### config.mk
export PLATFORM = sky130hd
export DESIGN_NAME = pipelined_alu
export DESIGN_NICKNAME = d
export VERILOG_FILES = /design/src/rtl/alu_pkg.sv /design/src/rtl/alu_mul_iter.sv /design/src/rtl/pipelined_alu.sv
export SDC_FILE = /design/constraint.sdc
export NUM_CORES = 1
export LEC_CHECK = 0
export ABC_AREA = 1
export BUFFER_PORTS_ARGS = -buffer_cell sky130_fd_sc_hd__buf_2
export CORE_AREA = 2 2 144 146
export DETAILED_ROUTE_END_ITERATION = 6
export DIE_AREA = 0 0 146 148
export HOLD_SLACK_MARGIN = 0.08
export PLACE_DENSITY = 0.4
export RECOVER_POWER = 100
export SLEW_MARGIN = 25
export SYNTH_ARGS = -nofsm -noshare
export SYNTH_HDL_FRONTEND = slang
export SYNTH_SLANG_ARGS = --single-unit
export TNS_END_PERCENT = 100
### constraint.sdc
create_clock -name clk -period 3.56 [get_ports clk]
set_clock_uncertainty 0.2 [all_clocks]
set_input_delay 0.712 -clock clk [delete_from_list [all_inputs] [get_ports clk]]
set_output_delay 0.712 -clock clk [all_outputs]
set_load 0.02 [all_outputs]
### src/rtl/alu_pkg.sv
// Shared types for the pipelined ALU: opcode and state encodings, flag bundle
// and the flag-derivation helper used by both the single-cycle and MUL paths.
package alu_pkg;

  localparam int OP_W = 3;

  typedef enum logic [OP_W-1:0] {
    OP_ADD   = 3'd0,
    OP_SUB   = 3'd1,
    OP_NOT_A = 3'd2,
    OP_AND   = 3'd3,
    OP_OR    = 3'd4,
    OP_XOR   = 3'd5,
    OP_MUL   = 3'd6,
    OP_RSVD  = 3'd7
  } alu_op_e;

  typedef enum logic [1:0] {
    IDLE = 2'd0,
    BUSY = 2'd1,
    HOLD = 2'd2
  } alu_state_e;

  typedef struct packed {
    logic c;
    logic v;
    logic z;
    logic n;
  } alu_flags_t;

  // z and n are taken from the low result word only, so callers pass those bits in.
  function automatic alu_flags_t calc_flags(input logic c, input logic v,
                                            input logic res_zero, input logic res_msb);
    alu_flags_t f;
    f.c = c;
    f.v = v;
    f.z = res_zero;
    f.n = res_msb;
    return f;
  endfunction

endpackage

### src/rtl/alu_mul_iter.sv
// Iterative shift-add multiplier: one partial product per cycle, DATA_WIDTH steps.
// product presents the accumulator value after the current step so done and product line up.
module alu_mul_iter
  import alu_pkg::*;
#(
  parameter int DATA_WIDTH = 8
) (
  input  logic                    clk,
  input  logic                    resetn,
  input  logic                    start,
  input  logic [DATA_WIDTH-1:0]   a,
  input  logic [DATA_WIDTH-1:0]   b,
  output logic                    busy,
  output logic                    done,
  output logic [2*DATA_WIDTH-1:0] product
);

  localparam int CW = $clog2(DATA_WIDTH);

  logic [2*DATA_WIDTH-1:0] mcand_q;
  logic [2*DATA_WIDTH-1:0] acc_q;
  logic [2*DATA_WIDTH-1:0] partial;
  logic [2*DATA_WIDTH-1:0] acc_next;
  logic [DATA_WIDTH-1:0]   mplier_q;
  logic [CW-1:0]           cnt_q;
  logic                    busy_q;

  assign partial  = mplier_q[0] ? mcand_q : '0;
  assign acc_next = acc_q + partial;
  assign busy     = busy_q;
  assign done     = busy_q && (cnt_q == CW'(DATA_WIDTH - 1));
  assign product  = acc_next;

  always_ff @(posedge clk or negedge resetn) begin
    if (!resetn) begin
      mcand_q  <= '0;
      acc_q    <= '0;
      mplier_q <= '0;
      cnt_q    <= '0;
      busy_q   <= 1'b0;
    end else if (start) begin
      mcand_q  <= {{DATA_WIDTH{1'b0}}, a};
      acc_q    <= '0;
      mplier_q <= b;
      cnt_q    <= '0;
      busy_q   <= 1'b1;
    end else if (busy_q) begin
      acc_q    <= acc_next;
      mcand_q  <= mcand_q << 1;
      mplier_q <= mplier_q >> 1;
      cnt_q    <= cnt_q + 1'b1;
      if (done) busy_q <= 1'b0;
    end
  end

endmodule

### src/rtl/pipelined_alu.sv
// Handshaked ALU: single-cycle logic/arith ops plus an iterative MUL, with a
// registered result held until the consumer takes it.
//
//   state | meaning
//   IDLE  | no result pending, ready for a new op
//   BUSY  | multiplier stepping, no input accepted
//   HOLD  | result valid, frozen until out_ready
module pipelined_alu
  import alu_pkg::*;
#(
  parameter int DATA_WIDTH = 8,
  parameter int OP_WIDTH   = OP_W
) (
  input  logic                  clk,
  input  logic                  resetn,
  input  logic                  in_valid,
  output logic                  in_ready,
  input  logic [OP_WIDTH-1:0]   op,
  input  logic [DATA_WIDTH-1:0] a,
  input  logic [DATA_WIDTH-1:0] b,
  output logic                  out_valid,
  input  logic                  out_ready,
  output logic [DATA_WIDTH-1:0] result,
  output logic [DATA_WIDTH-1:0] result_hi,
  output logic                  flag_c,
  output logic                  flag_v,
  output logic                  flag_z,
  output logic                  flag_n,
  output logic                  err
);

  localparam int MSB = DATA_WIDTH - 1;

  alu_state_e state_q, state_d;
  alu_op_e    op_e;
  logic       accept, is_mul, load_alu, load_mul;

  logic [DATA_WIDTH:0]   sum_ext, diff_ext;
  logic [DATA_WIDTH-1:0] alu_res;
  logic                  alu_c, alu_v, alu_err;
  alu_flags_t            alu_flags, mul_flags, flags_q;

  logic                    mul_busy, mul_done;
  logic [2*DATA_WIDTH-1:0] mul_product;
  logic [DATA_WIDTH-1:0]   mul_lo, mul_hi;

  logic [DATA_WIDTH-1:0] result_q, result_hi_q;
  logic                  err_q;

  assign op_e     = alu_op_e'(op);
  assign is_mul   = (op_e == OP_MUL);
  assign in_ready = (state_q == IDLE) || ((state_q == HOLD) && out_ready);
  assign accept   = in_valid && in_ready;
  assign load_alu = accept && !is_mul;

  assign sum_ext  = {1'b0, a} + {1'b0, b};
  assign diff_ext = {1'b0, a} + {1'b0, ~b} + {{DATA_WIDTH{1'b0}}, 1'b1};

  always_comb begin
    alu_res = '0;
    alu_c   = 1'b0;
    alu_v   = 1'b0;
    alu_err = 1'b0;
    case (op_e)
      OP_ADD: begin
        alu_res = sum_ext[MSB:0];
        alu_c   = sum_ext[DATA_WIDTH];
        alu_v   = (a[MSB] == b[MSB]) && (sum_ext[MSB] != a[MSB]);
      end
      OP_SUB: begin
        // carry-out of a + ~b + 1 is the inverse of the unsigned borrow
        alu_res = diff_ext[MSB:0];
        alu_c   = ~diff_ext[DATA_WIDTH];
        alu_v   = (a[MSB] != b[MSB]) && (diff_ext[MSB] != a[MSB]);
      end
      OP_NOT_A: alu_res = ~a;
      OP_AND:   alu_res = a & b;
      OP_OR:    alu_res = a | b;
      OP_XOR:   alu_res = a ^ b;
      OP_MUL:   alu_res = '0;
      default:  alu_err = 1'b1;
    endcase
  end

  assign alu_flags = calc_flags(alu_c, alu_v, alu_res == '0, alu_res[MSB]);

  alu_mul_iter #(.DATA_WIDTH(DATA_WIDTH)) u_mul (
    .clk     (clk),
    .resetn  (resetn),
    .start   (accept && is_mul),
    .a       (a),
    .b       (b),
    .busy    (mul_busy),
    .done    (mul_done),
    .product (mul_product)
  );

  assign mul_lo    = mul_product[MSB:0];
  assign mul_hi    = mul_product[2*DATA_WIDTH-1:DATA_WIDTH];
  assign mul_flags = calc_flags(mul_hi != '0, 1'b0, mul_lo == '0, mul_lo[MSB]);

  always_comb begin
    state_d  = state_q;
    load_mul = 1'b0;
    case (state_q)
      IDLE: if (in_valid) state_d = is_mul ? BUSY : HOLD;
      BUSY: begin
        if (mul_busy && mul_done) begin
          state_d  = HOLD;
          load_mul = 1'b1;
        end
      end
      HOLD: begin
        if (out_ready) begin
          if (!in_valid) state_d = IDLE;
          else           state_d = is_mul ? BUSY : HOLD;
        end
      end
      default: state_d = IDLE;
    endcase
  end

  always_ff @(posedge clk or negedge resetn) begin
    if (!resetn) begin
      state_q     <= IDLE;
      result_q    <= '0;
      result_hi_q <= '0;
      flags_q     <= '0;
      err_q       <= 1'b0;
    end else begin
      state_q <= state_d;
      if (load_alu) begin
        result_q    <= alu_res;
        result_hi_q <= '0;
        flags_q     <= alu_flags;
        err_q       <= alu_err;
      end else if (load_mul) begin
        result_q    <= mul_lo;
        result_hi_q <= mul_hi;
        flags_q     <= mul_flags;
        err_q       <= 1'b0;
      end
    end
  end

  assign out_valid = (state_q == HOLD);
  assign result    = result_q;
  assign result_hi = result_hi_q;
  assign flag_c    = flags_q.c;
  assign flag_v    = flags_q.v;
  assign flag_z    = flags_q.z;
  assign flag_n    = flags_q.n;
  assign err       = err_q;

endmodule

==> summary.txt, run 1 <==
Yosys
  • Synth cell types: 37
  • Syn Nets: slightly below 800
  • Synthesized flop and latch total: between 60 and 70
  • Mapped Cells: just over 700
  • Sequential element share of the synthesized area: between 30% and 40%
  • Synth Cell Area: slightly below 5000 um2
  • Ys async rst share: 100%
  • Synth Flop Type: dfrtp_1
  • Mean Syn Cell Area: 6.93 um2
  • Ys Warns: 0
  • Post-synth EDFFs: 0

STA
  • Minimum clock period: 2920 ps
  • Worst slew pin tran: between 1500 and 2000 ps
  • Final Setup Violations: 0
  • Fin crit share: between 80% and 90%
  • RSZ-0062 raised after global routing: false
  • Final Hold Viols: 0
  • Normalized max-slew margin: -1.41%
  • Pins over their slew limit: 28
  • Fmax: around 0.34 GHz
  • Setup TNS: 0 ps
  • Worst setup margin: ~640 ps

Clock tree
  • Reg clk slew, reported paths: approximately 50 ps
  • Cts hold-fix bufs: 0
  • Clk_lat worst skew: approximately 340 ps
  • CTS Sinks: 66
  • Setup Buffers After CTS: 0
  • Root Driver: clkbuf_16
  • CTS tree: yes
  • Post-CTS Resized: 0
  • TritonCTS buffer count: 9
  • Clock buffer depth: 2
  • H-tree Lvls: 3

Worst setup path
  • R2r setup slk: between 600 and 700 ps
  • Reg2reg end: flag_c
  • Worst Path Arrival: 2900 ps
  • WP data required: between 3000 and 4000 ps
  • CP Class: input port to flip-flop
  • Worst R2R Path Depth: 16
  • Critical Path Source Type: input port
  • Crit path from: op[2]
  • RR Startpoint: u_mul.mplier_q[0]
  • CP max FO: 26
  • Critical Path Sink Type: flip-flop

Worst hold path
  • Worst hold start: flag_v
  • Hold Path Class: flip-flop to flip-flop
  • Hold Path Sink: flag_v
  • Hold Path Stages: 2

Finish
  • Layout Nets: about 800
  • Post-route insts no fill: just over 1,000
  • Layout cell share with drive strength beyond 1: 5.41%
  • ANT cells: 0
  • Fillcell total: 2,295
  • Post-layout util: approximately 28%
  • P&R area growth vs syn: 13.9%

Status
  • Status: finished, violations left
  • Failing checks: capacitance limit, slew limit

Global routing
  • Total Routing Usage GR: between 10% and 20%
  • Vias in the first global route: between 4,000 and 5,000
  • Largest net degree at the start of global routing: 28
  • First-pass GRT wire length: 25,400 um
  • Overflow after GRT: 0
  • Initial antenna violation count: 0

Detailed routing
  • Drt pass-1 iters: 4
  • Initial DRC count: between 200 and 250
  • Detailed Route WL: 15,900 um
  • Final ANT Viol Nets: 0
  • Routed vias: roughly 4,700
  • Routed len/inst: about 15 um
  • Post-route DRC: 0
  • Vias per inst: 4.56

Die
  • Chip Height: 148 um
  • Initial core utilization: between 20% and 30%
  • Die X: approximately 150 um
  • Core Area: approximately 20,000 um2
  • Top-Level Pins: 46
  • Die area: approximately 22,000 um2
  • FP Rows: 52

Placed design
  • Post-DP HPWL: ~12,000 um
  • IO buf count: 45
  • Cell Count Post-Placement: between 1,000 and 1,500
  • Gpl congestion: ~0.85
  • Dpl ws: roughly 600 ps

Power and ir drop
  • Leak Pwr: 2.96 nW
  • Worst VDD drop: approximately 0.24 mV
  • PwrDens: 583 nW/um2

Flow run
  • Max-Cap Viols: 1
==> sequential cells by signal (all words and copies together), names as in the netlist <==
signal          cells
u_mul.mplier_q      8
u_mul.cnt_q         3
u_mul.mcand_q      16
state_q             2
flag_c              1
result_hi           8
flag_z              1
flag_n              1
u_mul.acc_q        16
err                 1
result              7
u_mul.busy          1
flag_v              1
==> critical path, cell delays in order <==
cell and delay (ps):
clkbuf_1 560, nand3_1 210, nor2_1 270, nor2_1 230
inv_1 700, o21ai_0 220
==> worst max-delay path by stage <==
stage / to / slack (ps)
after global routing: result[0] / 320
after detailed placement: flag_c / 600
final: u_mul.acc_q[10] / 640
after floorplan: flag_z / 1060
after CTS: flag_c / 590
after global placement: flag_c / 570
==> layout make-up <==
class                   instances  area [um2]  area share (%)
flip-flops and latches         66        1650            29.2
well taps                     270         338            5.98
repair buffers                 51         228            4.03
inverters                     108         405            7.18
clock buffers                  12         236            4.19
multi-input cells             518        2770            49.1
clock inverters                 3        17.5           0.310
==> report_power, final <==
part / switching [mW] / internal (mW)
Clock: 0.331 / 0.465
Combinational: 0.880 / 0.432
Sequential: 0.193 / 0.991
Total: 1.40 / 1.89
==> cell usage in the layout, fill, tap and decap left out, types with 4 or more instances in the layout <==
master / n
clkbuf_16: 9
a22o_1: 4
nor3_1: 4
nand2_1: 213
clkbuf_1: 31
xnor2_1: 4
nand3b_1: 5
a21oi_1: 27
o211ai_1: 10
dfrtp_1: 66
ha_1: 41
nand4_1: 11
o22ai_1: 11
o221ai_1: 5
inv_1: 105
nand3_1: 65
o21ai_0: 38
o21ai_1: 5
nor2_1: 53
buf_2: 20
==> cells in the mapped netlist, types with 2 or more instances <==
cell | instances | area [um2]
nand3_1 | 63 | 315
nor3_1 | 4 | 20.0
buf_2 | 13 | 65.1
nand3_2 | 2 | 20.0
nand3b_1 | 5 | 37.5
a22o_1 | 4 | 35.0
a22oi_1 | 2 | 15.0
o21ai_0 | 36 | 180
inv_1 | 103 | 387
inv_2 | 5 | 18.8
o221ai_1 | 5 | 43.8
o21ai_1 | 7 | 35.0
nand4_1 | 11 | 68.8
clkbuf_1 | 7 | 26.3
buf_4 | 4 | 30.0
and2_1 | 2 | 12.5
xnor2_1 | 4 | 35.0
nand2_1 | 213 | 800
ha_1 | 41 | 513
xor2_1 | 2 | 17.5
fa_1 | 3 | 60.1
o211ai_1 | 10 | 75.1
nor2_1 | 53 | 199
a31oi_1 | 3 | 18.8
o22ai_1 | 11 | 68.8
dfrtp_1 | 66 | 1650
a21oi_1 | 27 | 135
==> cell families (layout without fill, tap and decap cells) <==
family | Yosys count | in the layout | synth area share [%]
flip-flops | 66 | 66 | 33.3
buffers and inverters | 132 | 174 | 10.6
adder cells (fa/ha/maj) | 44 | 44 | 11.6
AO/OA/AOI/OAI | 111 | 111 | 13.2
XOR/XNOR | 6 | 6 | 1.06
AND/OR/NAND/NOR | 357 | 357 | 30.3
==> through the flow <==
| stage | total power [mW] | hold slack, ps | cell area [um2] |
|---|---|---|---|
| 2_1_floorplan | 2.11 | 216 | 4960 |
| 5_1_grt | 3.57 | 305 | 5650 |
| 3_5_place_dp | 2.56 | 265 | 5450 |
| 6_report | 3.29 | 279 | 5650 |
| 4_1_cts | 3.37 | 217 | 5700 |
| 3_3_place_gp | 2.56 | 262 | 5450 |
==> layer usage <==
layer | vias up | track usage [%] | wire [um]
li1 | 2399 | - | -
met1 | 2189 | 20.0 | 7370
met2 | 86 | 25.8 | 7770
met3 | 12 | 2.47 | 600
met4 | 0 | 4.32 | 180
met5 | - | 0 | 0
Note: power is estimated with default switching activity, not from simulation.
==> run 2: changes to the inputs <==
==> constraint.sdc (replaced) <==
create_clock -name clk -period 3 [get_ports clk]
set_clock_uncertainty 0.2 [all_clocks]
set_input_delay 0.6 -clock clk [delete_from_list [all_inputs] [get_ports clk]]
set_output_delay 0.6 -clock clk [all_outputs]
set_load 0.02 [all_outputs]
==> run 2 against run 1 <==
  * The flow still finishes with violations (capacitance limit, slew limit)
  * Hold slack about the same
  * Utilization up 0.54 points
  * Cell area up 1.9%
  * Register-to-register slack worse by 390 ps
  * Sequential power up 17%
  * Total power up 26%
  * Critical endpoint is now flag_c
  * Highest routed layer unchanged
==> summary.txt, run 2 (synthesized netlist as in run 1, its figures left out) <==
Clock tree
  • Setup Buffers After CTS: 0
  • Cts hold-fix bufs: 0
  • CTS tree: yes
  • H-tree Lvls: 3
  • Post-CTS Resized: 0
  • TritonCTS buffer count: 9
  • Reg clk slew, reported paths: roughly 60 ps
  • Root Driver: clkbuf_16
  • CTS Sinks: 66
  • Clock buffer depth: 2
  • Clk_lat worst skew: around 350 ps

Placed design
  • IO buf count: between 40 and 50
  • DP Area: 5510 um2
  • Post-DP HPWL: between 10,000 and 15,000 um
  • Gpl congestion: around 0.84
  • Dpl ws: between 200 and 250 ps

STA
  • Setup TNS: 0 ps
  • Minimum clock period: between 2000 and 3000 ps
  • Worst slew pin tran: between 1500 and 2000 ps
  • Final Hold Viols: 0
  • Fin crit share: 90.6%
  • Worst setup margin: 283 ps
  • Pins over their slew limit: 26
  • RSZ-0062 raised after global routing: false
  • Fmax: between 0.3 and 0.4 GHz
  • Normalized max-slew margin: -2.75%
  • Final Setup Violations: 0

Die
  • Die area: about 22,000 um2
  • Chip Height: around 150 um
  • Initial core utilization: about a quarter
  • Die X: 146 um
  • Top-Level Pins: 46
  • FP Rows: between 50 and 60
  • Core Area: ~20,000 um2

Global routing
  • First-pass GRT wire length: ~26,000 um
  • Largest net degree at the start of global routing: 42
  • Vias in the first global route: between 4,000 and 5,000
  • Overflow after GRT: 0
  • Total Routing Usage GR: 15.7%
  • Initial antenna violation count: 0

Power and ir drop
  • Leak Pwr: between 3 and 4 nW
  • PwrDens: a little over 700 nW/um2
  • Worst VDD drop: roughly 0.29 mV

Worst setup path
  • Critical Path Sink Type: flip-flop
  • Worst Path Arrival: around 2800 ps
  • CP Class: flip-flop to flip-flop
  • WP data required: just over 3000 ps
  • Critical Path Source Type: flip-flop
  • CP max FO: 4

Detailed routing
  • Final ANT Viol Nets: 0
  • Routed len/inst: between 15 and 20 um
  • Post-route DRC: 0
  • Initial DRC count: approximately 280
  • Drt pass-1 iters: 5
  • Detailed Route WL: ~16,000 um
  • Routed vias: approximately 4,700
  • Vias per inst: 4.58

Finish
  • Commonest cells after routing, fill and taps aside: 213 x nand2_1, 103 x inv_1, 66 x dfrtp_1
  • P&R area growth vs syn: 16.1%
  • Commonest non-fill, non-tap cell in the layout: nand2_1
  • ANT cells: 0
  • Design Area, Final: between 5000 and 6000 um2
  • Layout Nets: 827
  • Layout cell share with drive strength beyond 1: roughly 7%
  • Largest regs: u_mul.acc_q (16), u_mul.mcand_q (16)

Status
  • Status: finished, violations left
  • Failing checks: capacitance limit, slew limit

Flow run
  • Max-Cap Viols: 1

Worst hold path
  • Hold Path Class: flip-flop to flip-flop
## run 2: changes by cell type in the layout (fill, tap and decap cells not counted), moves of 2 or more
cell,change
inv_1,-2
inv_2,+2
clkbuf_8,+2
buf_4,+4
## run 2: per-layer routing
layer  wire length [um]  share of wire (%)  track usage, %  up-vias
li1                   -                  -               -     2410
met1               7710                 48            20.2     2229
met2               7550                 47            26.1       82
met3                445                2.7            2.69       24
met4                478                3.0            6.65        0
met5                  0                  0               0        -
## run 2: final timing paths
kind                                   start               end  slack (ps)  cells after the start
setup / recovery           u_mul.mplier_q[0]            flag_c         280                     16
hold / removal                  result_hi[0]      result_hi[0]         280                      2
setup reg to reg           u_mul.mplier_q[0]            flag_c         280                     16
hold reg to reg                 result_hi[0]      result_hi[0]         280                      2
max in group asynchronous             resetn  u_mul.mcand_q[7]        1240                      2
min in group asynchronous             resetn      result_hi[6]         430                      1
## run 2: layout make-up
cell class                 instances  area, um2
clock buffer                      12        256
clock inverter                     4       50.0
fill                            2316      14300
inverter                         108        405
multi-input combinational        518       2780
sequential                        66       1650
tap                              270        338
timing repair buffer              57        282
## run 2: per-stage QoR
step / hold slack (ps) / utilization, % / cells / total power, mW
floorplan: 104 / - / 716 / 2.50
global placement: 264 / 27.5 / 1019 / 3.13
detailed placement: 265 / 27.5 / 1019 / 3.12
CTS: 98.4 / 29.0 / 1035 / 4.24
global route: 303 / 28.7 / 1035 / 4.50
finish: 279 / 28.7 / 1035 / 4.14
## run 2: worst max-delay path, stage by stage (launching register included)
cell      delay, ps
dfrtp_1         410
nand2_1          90
inv_1            50
ha_1            230
fa_1            420
nand3_1          90
nand2_1         120
nand2_1         110
nand2_1         130
nand3_1         130
nand3b_1         80
nand2_1         120
nand2_1          60
nor2_1          130
nand2_1         120
nand2_1          90
nand2_1          50
## run 2: where the power goes
part	internal (mW)	switching, mW
registers	1.18	0.206
clock network	0.687	0.409
logic	0.553	1.11
==> run 3: changes to the inputs <==
--- a/config.mk
+++ b/config.mk
@@ -7,14 +7,16 @@
 export LEC_CHECK = 0
 export ABC_AREA = 1
 export BUFFER_PORTS_ARGS = -buffer_cell sky130_fd_sc_hd__buf_2
-export CORE_AREA = 2 2 144 146
+export CORE_AREA = 2 2 147 149
+export CTS_CLUSTER_DIAMETER = 80
 export DETAILED_ROUTE_END_ITERATION = 6
-export DIE_AREA = 0 0 146 148
+export DIE_AREA = 0 0 149 151
 export HOLD_SLACK_MARGIN = 0.08
 export PLACE_DENSITY = 0.4
 export RECOVER_POWER = 100
 export SLEW_MARGIN = 25
 export SYNTH_ARGS = -nofsm -noshare
 export SYNTH_HDL_FRONTEND = slang
+export SYNTH_HIERARCHICAL = 1
 export SYNTH_SLANG_ARGS = --single-unit
 export TNS_END_PERCENT = 100
==> run 3 against run 2 <==
  * The run still ends with capacitance limit, slew limit left
  * Cell count rose by 3.7%
  * Synthesized cell count rose by 4.3%
  * Combinational power is 10% higher
  * Clock-buffer cell count fell by 2
  * Utilization increased by 0.12 points
  * Area after synthesis is 4.2% higher
  * Setup slack got worse by 22 ps
  * Sequential power is essentially flat
  * Critical path depth down 1
  * Global-route usage decreased by 1.2 points
  * Routed wire length fell by 2.2%
  * Highest routed layer unchanged
==> summary.txt, run 3 <==
Clock tree
  • H-tree Lvls: 3
  • TritonCTS buffer count: 9
  • Root Driver: clkbuf_16
  • Clk_lat worst skew: ~340 ps
  • Reg clk slew, reported paths: ~60 ps
  • Clock buffer depth: 2
  • Cts hold-fix bufs: 0
  • CTS tree: yes
  • CTS Sinks: 66

Finish
  • Fillcell total: between 2,000 and 2,500
  • Commonest cells after routing, fill and taps aside: 232 x nand2_1, 116 x inv_1, 65 x dfrtp_1
  • ANT cells: 0
  • Layout Nets: ~860
  • Layout cell share with drive strength beyond 1: approximately 11%
  • Largest regs: u_mul/acc_q (16), u_mul/mcand_q (16)
  • Commonest non-fill, non-tap cell in the layout: nand2_1
  • Multi-input gate area: between 2000 and 3000 um2
  • Register area: about 1700 um2
  • Design Area, Final: around 6000 um2
  • P&R area growth vs syn: 16.3%

Yosys
  • Synth area leaders: dfrtp_1 32%, nand2_1 17%, ha_1 9.9%, inv_1 8.4%, nand3_1 5.6%
  • Post-synth EDFFs: 0
  • Synth cell types: 40
  • Count leader, synth: nand2_1
  • Mean Syn Cell Area: 6.92 um2
  • Most common library cells after synthesis: 232 x nand2_1, 115 x inv_1, 66 x dfrtp_1
  • Ys async rst share: 100%
  • Post-synth top area share: between 30% and 40%
  • Syn Nets: 814
  • Sequential element share of the synthesized area: 32.0%
  • Area leader, netlist: dfrtp_1
  • Synthesized flop and latch total: 66
  • Synth Flop Type: dfrtp_1
  • Synth Cell Area: ~5200 um2
  • Mapped Cells: around 750
  • Ys Warns: 6

Power and ir drop
  • Worst VDD drop: 0.315 mV
  • Leak Pwr: about 3.3 nW
  • PwrDens: ~750 nW/um2
  • Total power: ~4.5 mW

Worst setup path
  • CP max FO: 6
  • Critical Path Sink Type: flip-flop
  • Worst path max stage delay: roughly 440 ps
  • Critical Path Sink: flag_c
  • WP data required: 3020 ps
  • R2r setup slk: between 200 and 300 ps
  • Worst Path Arrival: around 2800 ps
  • Most frequent CP cell: nand2_1
  • Worst R2R Path Depth: 15
  • Critical Path Source Type: flip-flop
  • Cell Chain, Critical Path: nand2_1, inv_1, ha_1, fa_2, nand2_1, nand2_1, nand3b_1, nand2_2, nand2_1, nand3b_1, and2_1, nor4_2, nand2_1, o21ai_1, a21oi_1
  • RR Startpoint: u_mul/mplier_q[0]
  • Slowest cell on crit path: dfrtp_2
  • Stages on worst setup path: 15
  • CP Class: flip-flop to flip-flop
  • Reg2reg end: flag_c
  • Crit path from: u_mul/mplier_q[0]
  • Top delay family on crit path: simple AND/OR/NAND/NOR gates
  • CP bufs+invs: 1

Global routing
  • Overflow after GRT: 0
  • Total Routing Usage GR: 14.5%
  • First-pass GRT wire length: roughly 25,000 um
  • Largest net degree at the start of global routing: between 60 and 70
  • Vias in the first global route: roughly 4,600
  • Initial antenna violation count: 0

Die
  • Core Area: 20,800 um2
  • Initial core utilization: approximately a quarter
  • Chip Height: 151 um
  • Die X: between 100 and 150 um
  • Top-Level Pins: 46
  • Die area: between 20,000 and 25,000 um2
  • FP Rows: 53

STA
  • Fin crit share: roughly 90%
  • Pins over their slew limit: 67
  • RSZ-0062 raised after global routing: false
  • Worst slew pin tran: ~1700 ps
  • Normalized max-slew margin: -15.8%
  • Fmax: ~0.37 GHz
  • Minimum clock period: 2740 ps
  • Final Hold Viols: 0
  • Setup TNS: 0 ps
  • Final Setup Violations: 0

Placed design
  • IO buf count: 45
  • Gpl congestion: 0.843
  • Post-DP HPWL: 12,400 um
  • DP Area: between 5000 and 6000 um2

Detailed routing
  • Drt pass-1 iters: 5
  • Routed vias: around 4,800
  • Post-route DRC: 0
  • Detailed Route WL: 15,800 um
  • Final ANT Viol Nets: 0
  • Initial DRC count: 357
  • Routed len/inst: 14.8 um
  • Vias per inst: 4.45

Flow run
  • Max-Cap Viols: 1

Worst hold path
  • Hold Path Class: flip-flop to flip-flop

Status
  • Failing checks: capacitance limit, slew limit
  • Status: finished, violations left
==> run 3: power by group <==
part	leakage, nW	switching [mW]	internal (mW)	total (mW)
registers	0.855	0.202	1.21	1.41
clock network	0.165	0.413	0.828	1.24
logic	2.25	1.22	0.607	1.83
total	3.27	1.83	2.64	4.48
==> run 3: cells by family (layout without fill, tap and decap cells) <==
family / after synthesis / after routing / synth area share (%)
compound gates: 92 / 92 / 10.9
xor+xnor: 10 / 10 / 1.99
buf+inv: 149 / 200 / 11.5
simple gates: 386 / 386 / 32.5
fa+ha+maj: 44 / 44 / 11.1
flops: 66 / 66 / 32.0
==> run 3: area by class of cell <==
cell class	count	area share, %
well taps	275	5.73
clock inverters	5	1.71
inverters	128	8.00
multi-input cells	532	48.7
clock buffers	10	3.98
repair buffers	57	4.39
flip-flops and latches	66	27.5
==> run 3: worst min path at each step <==
stage	startpoint	to	slack, ps	cells past startpoint
finish	result_hi[7]	result_hi[7]	280	2
global route	u_mul/acc_q[10]	u_mul/acc_q[10]	310	2
CTS	resetn	u_mul/acc_q[14]	220	1
detailed placement	result_hi[1]	result_hi[1]	260	2
global placement	result_hi[2]	result_hi[2]	260	2
floorplan	resetn	err	100	0
==> run 3: metrics by stage <==
step / instances / utilization, % / hold slack [ps] / setup slack (ps)
floorplan: 747 / - / 104 / 196
global placement: 1056 / 27.4 / 261 / 120
detailed placement: 1056 / 27.4 / 261 / 92.6
CTS: 1071 / 29.0 / 223 / 78.5
global route: 1073 / 28.9 / 307 / 6.69
finish: 1073 / 28.9 / 276 / 261
==> run 3: routing by layer <==
metal	GRT usage [%]	part of all wire [%]
met1	22.0	53
met2	21.1	42
met3	2.32	3.5
met4	4.14	1.5
met5	0	0
==> run 3: tightest hold or removal path, cell delays in order (launching register included) <==
cell and delay, ps:
dfrtp_1 340, nand2_1 50, nand2_1 50
==> run 3: timing repair <==
action | in CTS | in global routing
gates resized for setup | 0 | 9
setup endpoints to repair | 0 | 1
buffers inserted | 0 | 2
